===== config.mk =====
export PLATFORM = sky130hd
export DESIGN_NAME = apb_req_arbiter_flat
export DESIGN_NICKNAME = d
export VERILOG_FILES = /design/src/rtl/apb_pkg.sv /design/src/rtl/apb_req_arbiter_if.sv /design/src/rtl/apb_rr_picker.sv /design/src/rtl/apb_req_arbiter.sv /design/src/flat_wrapper.sv
export SDC_FILE = /design/constraint.sdc
export NUM_CORES = 1
export LEC_CHECK = 0
export ABC_AREA = 1
export BUFFER_PORTS_ARGS = -buffer_cell sky130_fd_sc_hd__buf_2
export CORE_AREA = 2 2 166 168
export DETAILED_ROUTE_END_ITERATION = 7
export DIE_AREA = 0 0 168 170
export GPL_TIMING_DRIVEN = 0
export PLACE_DENSITY = 0.53
export SLEW_MARGIN = 25
export SYNTH_ARGS = -nofsm -noshare
export SYNTH_HDL_FRONTEND = slang
export SYNTH_SLANG_ARGS = --single-unit

===== constraint.sdc =====
create_clock -name PCLK -period 2.8 [get_ports PCLK]
set_input_delay 0.28 -clock PCLK [delete_from_list [all_inputs] [get_ports PCLK]]
set_output_delay 0.28 -clock PCLK [all_outputs]
set_load 0.01 [all_outputs]

===== src/rtl/apb_pkg.sv =====
// Shared types and helpers for the APB request arbiter: state encoding,
// strobe-width derivation and packed-bus slice offsets.
package apb_pkg;

  typedef enum logic [1:0] {
    StIdle   = 2'b00,
    StReq    = 2'b01,
    StSetup  = 2'b10,
    StAccess = 2'b11
  } arb_state_e;

  function automatic int unsigned strb_width(input int unsigned data_width);
    return data_width / 8;
  endfunction

  // Low bit of element idx in a packed bus of width-bit elements.
  function automatic int unsigned slice_lo(input int unsigned idx, input int unsigned width);
    return idx * width;
  endfunction

endpackage


===== src/rtl/apb_req_arbiter_if.sv =====
// Arbiter-to-APB-master command/completion bundle.
interface apb_req_arbiter_if
  import apb_pkg::*;
#(
  parameter int unsigned DATA_WIDTH      = 32,
  parameter int unsigned MAIN_ADDR_WIDTH = 32,
  localparam int unsigned STRB_WIDTH     = strb_width(DATA_WIDTH)
);

  logic                       transfer;
  logic [MAIN_ADDR_WIDTH-1:0] APB_ADDR;
  logic [DATA_WIDTH-1:0]      APB_WDATA;
  logic [STRB_WIDTH-1:0]      APB_STRB;
  logic                       APB_WRITE;
  logic                       APB_PREADY;
  logic [DATA_WIDTH-1:0]      APB_RDATA;

  // The arbiter drives commands; the APB master answers with ready/data.
  modport master (
    output transfer, APB_ADDR, APB_WDATA, APB_STRB, APB_WRITE,
    input  APB_PREADY, APB_RDATA
  );

  modport slave (
    input  transfer, APB_ADDR, APB_WDATA, APB_STRB, APB_WRITE,
    output APB_PREADY, APB_RDATA
  );

endinterface


===== src/rtl/apb_rr_picker.sv =====
// Combinational round-robin picker: first active request after ptr, wrapping.
module apb_rr_picker #(
  parameter int unsigned NUM_REQ   = 4,
  parameter int unsigned IDX_WIDTH = $clog2(NUM_REQ)
) (
  input  logic [NUM_REQ-1:0]   req,
  input  logic [IDX_WIDTH-1:0] ptr,
  output logic [IDX_WIDTH-1:0] winner,
  output logic                 valid
);

  assign valid = |req;

  // Walk from the farthest candidate back to ptr+1 so the nearest one wins.
  always_comb begin
    winner = '0;
    for (int i = int'(NUM_REQ); i > 0; i--) begin
      if (req[(int'(ptr) + i) % int'(NUM_REQ)]) begin
        winner = IDX_WIDTH'((int'(ptr) + i) % int'(NUM_REQ));
      end
    end
  end

endmodule


===== src/rtl/apb_req_arbiter.sv =====
// Round-robin arbiter sharing one APB master among NUM_REQ requesters;
// latches the winner's command and returns completion/read data to it.
module apb_req_arbiter
  import apb_pkg::*;
#(
  parameter int unsigned NUM_REQ         = 4,
  parameter int unsigned DATA_WIDTH      = 32,
  parameter int unsigned MAIN_ADDR_WIDTH = 32,
  localparam int unsigned STRB_WIDTH     = strb_width(DATA_WIDTH),
  localparam int unsigned IDX_WIDTH      = $clog2(NUM_REQ)
) (
  input  logic                               PCLK,
  input  logic                               PRESET_n,
  input  logic [NUM_REQ-1:0]                 req,
  input  logic [NUM_REQ-1:0]                 req_write,
  input  logic [NUM_REQ*MAIN_ADDR_WIDTH-1:0] req_addr,
  input  logic [NUM_REQ*DATA_WIDTH-1:0]      req_wdata,
  input  logic [NUM_REQ*STRB_WIDTH-1:0]      req_strb,
  output logic [NUM_REQ-1:0]                 gnt,
  output logic [NUM_REQ-1:0]                 done,
  output logic [DATA_WIDTH-1:0]              rdata,
  output logic                               busy,
  output logic [IDX_WIDTH-1:0]               owner,
  apb_req_arbiter_if.master                  apb
);

  arb_state_e                 state_q, state_d;
  logic [IDX_WIDTH-1:0]       ptr_q, ptr_d, owner_q, owner_d;
  logic [NUM_REQ-1:0]         gnt_q, gnt_d, done_q, done_d;
  logic [DATA_WIDTH-1:0]      rdata_q, rdata_d;
  logic                       busy_q, transfer_q, transfer_d;
  logic [MAIN_ADDR_WIDTH-1:0] addr_q, addr_d;
  logic [DATA_WIDTH-1:0]      wdata_q, wdata_d;
  logic [STRB_WIDTH-1:0]      strb_q, strb_d;
  logic                       write_q, write_d;

  logic [IDX_WIDTH-1:0]       pick_idx;
  logic                       pick_valid;
  int unsigned                pick_u;

  apb_rr_picker #(
    .NUM_REQ   (NUM_REQ),
    .IDX_WIDTH (IDX_WIDTH)
  ) u_picker (
    .req    (req),
    .ptr    (ptr_q),
    .winner (pick_idx),
    .valid  (pick_valid)
  );

  assign pick_u = 32'(pick_idx);

  always_comb begin
    state_d    = state_q;
    ptr_d      = ptr_q;
    owner_d    = owner_q;
    addr_d     = addr_q;
    wdata_d    = wdata_q;
    strb_d     = strb_q;
    write_d    = write_q;
    gnt_d      = '0;
    done_d     = '0;
    rdata_d    = '0;
    transfer_d = 1'b0;
    unique case (state_q)
      StIdle: begin
        if (pick_valid) begin
          addr_d  = req_addr[slice_lo(pick_u, MAIN_ADDR_WIDTH) +: MAIN_ADDR_WIDTH];
          wdata_d = req_wdata[slice_lo(pick_u, DATA_WIDTH) +: DATA_WIDTH];
          write_d = req_write[pick_idx];
          // Reads never carry byte strobes.
          strb_d  = req_write[pick_idx] ? req_strb[slice_lo(pick_u, STRB_WIDTH) +: STRB_WIDTH]
                                        : '0;
          owner_d = pick_idx;
          ptr_d   = pick_idx;
          gnt_d[pick_idx] = 1'b1;
          transfer_d      = 1'b1;
          state_d         = StReq;
        end
      end
      StReq:   state_d = StSetup;
      StSetup: state_d = StAccess;
      StAccess: begin
        if (apb.APB_PREADY) begin
          done_d[owner_q] = 1'b1;
          rdata_d         = apb.APB_RDATA;
          state_d         = StIdle;
        end
      end
      default: state_d = StIdle;
    endcase
  end

  always_ff @(posedge PCLK or negedge PRESET_n) begin
    if (!PRESET_n) begin
      state_q    <= StIdle;
      ptr_q      <= IDX_WIDTH'(NUM_REQ - 1);
      owner_q    <= '0;
      addr_q     <= '0;
      wdata_q    <= '0;
      strb_q     <= '0;
      write_q    <= 1'b0;
      gnt_q      <= '0;
      done_q     <= '0;
      rdata_q    <= '0;
      transfer_q <= 1'b0;
      busy_q     <= 1'b0;
    end else begin
      state_q    <= state_d;
      ptr_q      <= ptr_d;
      owner_q    <= owner_d;
      addr_q     <= addr_d;
      wdata_q    <= wdata_d;
      strb_q     <= strb_d;
      write_q    <= write_d;
      gnt_q      <= gnt_d;
      done_q     <= done_d;
      rdata_q    <= rdata_d;
      transfer_q <= transfer_d;
      busy_q     <= (state_d != StIdle);
    end
  end

  assign gnt           = gnt_q;
  assign done          = done_q;
  assign rdata         = rdata_q;
  assign busy          = busy_q;
  assign owner         = owner_q;
  assign apb.transfer  = transfer_q;
  assign apb.APB_ADDR  = addr_q;
  assign apb.APB_WDATA = wdata_q;
  assign apb.APB_STRB  = strb_q;
  assign apb.APB_WRITE = write_q;

endmodule

===== src/flat_wrapper.sv =====
// flat-port wrapper written by rule: the top's interface ports become plain ports
module apb_req_arbiter_flat import apb_pkg::*;
#(
  parameter int unsigned NUM_REQ         = 4,
  parameter int unsigned DATA_WIDTH      = 32,
  parameter int unsigned MAIN_ADDR_WIDTH = 32,
  localparam int unsigned STRB_WIDTH     = strb_width(DATA_WIDTH),
  localparam int unsigned IDX_WIDTH      = $clog2(NUM_REQ)
)
  (PCLK, PRESET_n, req, req_write, req_addr, req_wdata, req_strb, gnt, done, rdata, busy, owner, apb_transfer, apb_APB_ADDR, apb_APB_WDATA, apb_APB_STRB, apb_APB_WRITE, apb_APB_PREADY, apb_APB_RDATA);
  apb_req_arbiter_if #(.DATA_WIDTH(DATA_WIDTH), .MAIN_ADDR_WIDTH(MAIN_ADDR_WIDTH)) apb_i ();
  input  logic PCLK;
  input  logic PRESET_n;
  input  logic [NUM_REQ-1:0] req;
  input  logic [NUM_REQ-1:0] req_write;
  input  logic [NUM_REQ*MAIN_ADDR_WIDTH-1:0] req_addr;
  input  logic [NUM_REQ*DATA_WIDTH-1:0] req_wdata;
  input  logic [NUM_REQ*STRB_WIDTH-1:0] req_strb;
  output logic [NUM_REQ-1:0] gnt;
  output logic [NUM_REQ-1:0] done;
  output logic [DATA_WIDTH-1:0] rdata;
  output logic busy;
  output logic [IDX_WIDTH-1:0] owner;
  output wire logic [$bits(apb_i.transfer)-1:0] apb_transfer;
  output wire logic [$bits(apb_i.APB_ADDR)-1:0] apb_APB_ADDR;
  output wire logic [$bits(apb_i.APB_WDATA)-1:0] apb_APB_WDATA;
  output wire logic [$bits(apb_i.APB_STRB)-1:0] apb_APB_STRB;
  output wire logic [$bits(apb_i.APB_WRITE)-1:0] apb_APB_WRITE;
  input wire logic [$bits(apb_i.APB_PREADY)-1:0] apb_APB_PREADY;
  input wire logic [$bits(apb_i.APB_RDATA)-1:0] apb_APB_RDATA;
  assign apb_transfer = apb_i.transfer;
  assign apb_APB_ADDR = apb_i.APB_ADDR;
  assign apb_APB_WDATA = apb_i.APB_WDATA;
  assign apb_APB_STRB = apb_i.APB_STRB;
  assign apb_APB_WRITE = apb_i.APB_WRITE;
  assign apb_i.APB_PREADY = apb_APB_PREADY;
  assign apb_i.APB_RDATA = apb_APB_RDATA;
  apb_req_arbiter #(.NUM_REQ(NUM_REQ), .DATA_WIDTH(DATA_WIDTH), .MAIN_ADDR_WIDTH(MAIN_ADDR_WIDTH)) u_core (.PCLK(PCLK), .PRESET_n(PRESET_n), .req(req), .req_write(req_write), .req_addr(req_addr), .req_wdata(req_wdata), .req_strb(req_strb), .gnt(gnt), .done(done), .rdata(rdata), .busy(busy), .owner(owner), .apb(apb_i));
endmodule

==> impl_results.md <==
- Num rows: 60
- Largest net degree at the start of global routing: 72
- H-tree lvl count: 4
- Clk root buf: clkbuf_16
- First-pass GRT wire length: 47500 um
- Synthesis Warnings: 0
- Sequential fraction of the synthesis area: 39.5%
- CP max stage delay: 0.64 ns
- Synth area leaders: dfrtp_1, nand2_1, inv_1
- Crit path kind: reg -> reg
- Most frequent CP cell: nand2_1
- P&R area growth vs syn: 43.9%
- Vias in the first global route: 8432
- Number of fill cells in the layout: 2948
- R2R Path End: u_core.apb.APB_WDATA[11]$_DFFE_PN0P_
- CTS buffer count: 17
- Clock Sinks: 117
- Yosys top cell by area: dfrtp_1
- Critical-path cell list: buf_6 -> inv_4 -> nand2_1 -> nand2_1 -> nand2_1 -> nand2_1 -> nand3_1 -> nand2_1 -> nand2_2 -> buf_1 -> nand2_1 -> o21ai_1 -> nand2_1 -> nand2_1
- Status: completed
- # IOs: 428
- Clk buf depth: 2
- Number of synthesized flops with an enable pin: 0
- Worst EP arrival: 2.90 ns
- Average wire per standard cell: 16.1 um
- Routability cong.: 0.867
- Final Util: 40.0%
- Critical-path cell with the highest stage delay: buf_1
- Ys flop type: dfrtp_1
- Die X: 168 um
- Worst-skew pair later-pin latency: 0.41 ns
- # DRC: 0
- Clock-pin slew on the worst setup and hold paths: 0.07 ns
- Least-Margin Pin Slew: 0.790 ns
- Initial antenna violation count: 5
- RR Startpoint: u_core.ptr_q[0]$_DFFE_PN1P_
- Setup Skew: 0.00897 ns
- Syn Std Cell Area: 7420 um2
- Leakage: 6.61 nW
- Hold Path Class: in -> reg
- Port bufs: 427
- Pre-Repair DR Iteration Count: 5
- WL final: 31600 um
- CTS tree: built
- RSZ-0062 raised after global routing: false
- TNS Setup: 0 ns
- Hold Path Sink: u_core.rdata[10]$_DFF_PN0_
- R2R Setup Slk: 0.26 ns
- R2R cell count: 14
- Mapped Nets: 1478
- Initial Util: 27.8%
- Max_cap viols: 0
- Synthesized flop and latch total: 117
- Fmax: 0.393 GHz
- Post-synth ARST share: 100%
- Period utilisation layout: 90.8%
- Pwr/cell area: 1360 nW/um2
- Post-synth top area share: 38.8%
- Mean area per synthesized cell: 6.38 um2
- Die H: 170 um
- Syn Inst Count: 1163
- Overall Global Routing Usage: 21.5%
- Final hold vios: 0
- Sequential Area: 2930 um2
- Count leader, synth: nand2_1
- Final net count: 1926
- Cell variety after synth: 21
- Top post-synthesis cells by count: nand2_1, inv_1, dfrtp_1
- Hold Path Origin: apb_APB_RDATA[10]
- Slew headroom: 47.3%
- Crit path time final: 2.54 ns
- # setup viols final: 0
- Detailed Place HPWL: 24500 um
- Critical Path Fanout Max: 10
- Hold path cells: 3
- Maximum vdd drop: 0.573 mV
- Post-DRT Antenna Nets: 0
- CP Launch Type: register
- Core ar.: 26700 um2
- Pins Over Slew Limit: 0
- Overflow after GRT: 0
- Die Area: 28600 um2
- DR vias: 8672
- Final Power: 14.5 mW
- CP endpoint kind: register
- CP Data Required Time: 3.16 ns
- Vias per Instance: 4.40
- Layout cells sized above 1: 31.7%
- Iteration-0 DRC Markers: 501
- Area of the multi-input gates: 3410 um2
-- flip-flops by register name, summed over array words and instances (netlist names) --
name                  cells
u_core.owner              2
u_core.apb.APB_WDATA     32
u_core.apb.APB_STRB       4
u_core.state_q            2
u_core.ptr_q              2
u_core.apb.APB_ADDR      32
u_core.rdata             32
u_core.gnt                4
u_core.apb.transfer       1
u_core.done               4
u_core.busy               1
u_core.apb.APB_WRITE      1
-- worst max-delay path: cells and delay by family (launching register included) --
| kind | cells | cell delay (ns) |
|---|---|---|
| compound gates | 1 | 0.19 |
| simple gates | 10 | 0.95 |
| flops | 1 | 0.53 |
| buf+inv | 3 | 0.82 |
-- cell type report --
type	instances	share of cell area, %
Antenna cell	4	0.0938
Timing Repair Buffer	429	20.5
Multi-Input combinational cell	781	31.9
Buffer	71	3.33
Clock buffer	17	3.99
Clock inverter	15	1.90
Sequential cell	117	27.5
Inverter	194	6.85
Tap cell	341	4.00
-- power by group --
part	internal (mW)	switching [mW]	total, mW
Sequential	2.35	0.327	2.68
Combinational	3.14	6.32	9.46
Clock	1.38	1.00	2.37
Total	6.87	7.64	14.5
-- metrics by stage --
step	hold slack (ns)	setup WS, ns	instances	instance area (um2)
floorplan	-0.0156	0.946	1163	7420
global placement	0.457	-0.262	1931	9980
detailed placement	0.222	0.259	1932	10000
CTS	0.0378	0.241	1965	10700
global route	0.0481	0.00709	1969	10700
finish	0.0594	0.258	1969	10700
-- repair_timing --
| item | 4_1_cts | 5_1_grt |
|---|---|---|
| hold endpoints to repair | 46 | 0 |
| hold buffers | 1 | 0 |
| buffers inserted | 0 | 0 |
| endpoints found under the setup margin | 0 | 9 |
| gates resized for setup | 0 | 2 |
-- logic make-up after synthesis --
kind of cell / Yosys count / share of synthesized area (%)
simple gates: 710 / 41.1
buf+inv: 265 / 14.6
flops: 117 / 39.5
compound gates: 71 / 4.79
-- how the worst max path moves through the flow --
stage / from / endpoint / cells after the start
after floorplan: u_core.ptr_q[0]$_DFFE_PN1P_ / u_core.apb.APB_WDATA[20]$_DFFE_PN0P_ / 16
after global placement: PRESET_n / u_core.apb.APB_WDATA[20]$_DFFE_PN0P_ / 1
after detailed placement: u_core.ptr_q[0]$_DFFE_PN1P_ / u_core.apb.APB_WDATA[20]$_DFFE_PN0P_ / 14
after CTS: u_core.ptr_q[0]$_DFFE_PN1P_ / u_core.apb.APB_WDATA[20]$_DFFE_PN0P_ / 14
after global routing: u_core.ptr_q[0]$_DFFE_PN1P_ / u_core.apb.APB_WDATA[11]$_DFFE_PN0P_ / 14
final: u_core.ptr_q[0]$_DFFE_PN1P_ / u_core.apb.APB_WDATA[11]$_DFFE_PN0P_ / 14
-- per-layer routing --
layer | track usage, % | part of all wire, % | up-vias | wire, um
li1 | - | - | 4396 | -
met1 | 28.4 | 45 | 3963 | 14100
met2 | 35.9 | 48 | 274 | 15300
met3 | 4.02 | 5.1 | 37 | 1620
met4 | 6.28 | 2.0 | 2 | 633
met5 | 0 | 0.035 | - | 11
-- cells in the final DEF, fill, tap and decap left out, types with 2 or more instances in the layout --
cell type	Yosys	final
buf_2	31	457
nand2_1	442	442
inv_1	189	189
dfrtp_1	115	115
nor2_1	102	102
nand3_1	91	91
o21ai_1	65	65
nand3b_1	65	65
clkbuf_1	25	25
clkbuf_16	0	17
buf_4	9	9
inv_8	0	6
nor3_1	5	5
o21ai_0	5	5
diode_2	0	4
inv_2	4	4
inv_6	0	4
buf_1	4	3
buf_6	2	2
nand2_2	3	2
bufinv_16	0	2
clkinv_8	0	2
dfstp_2	2	2
Note: power is estimated with default switching activity, not from simulation.
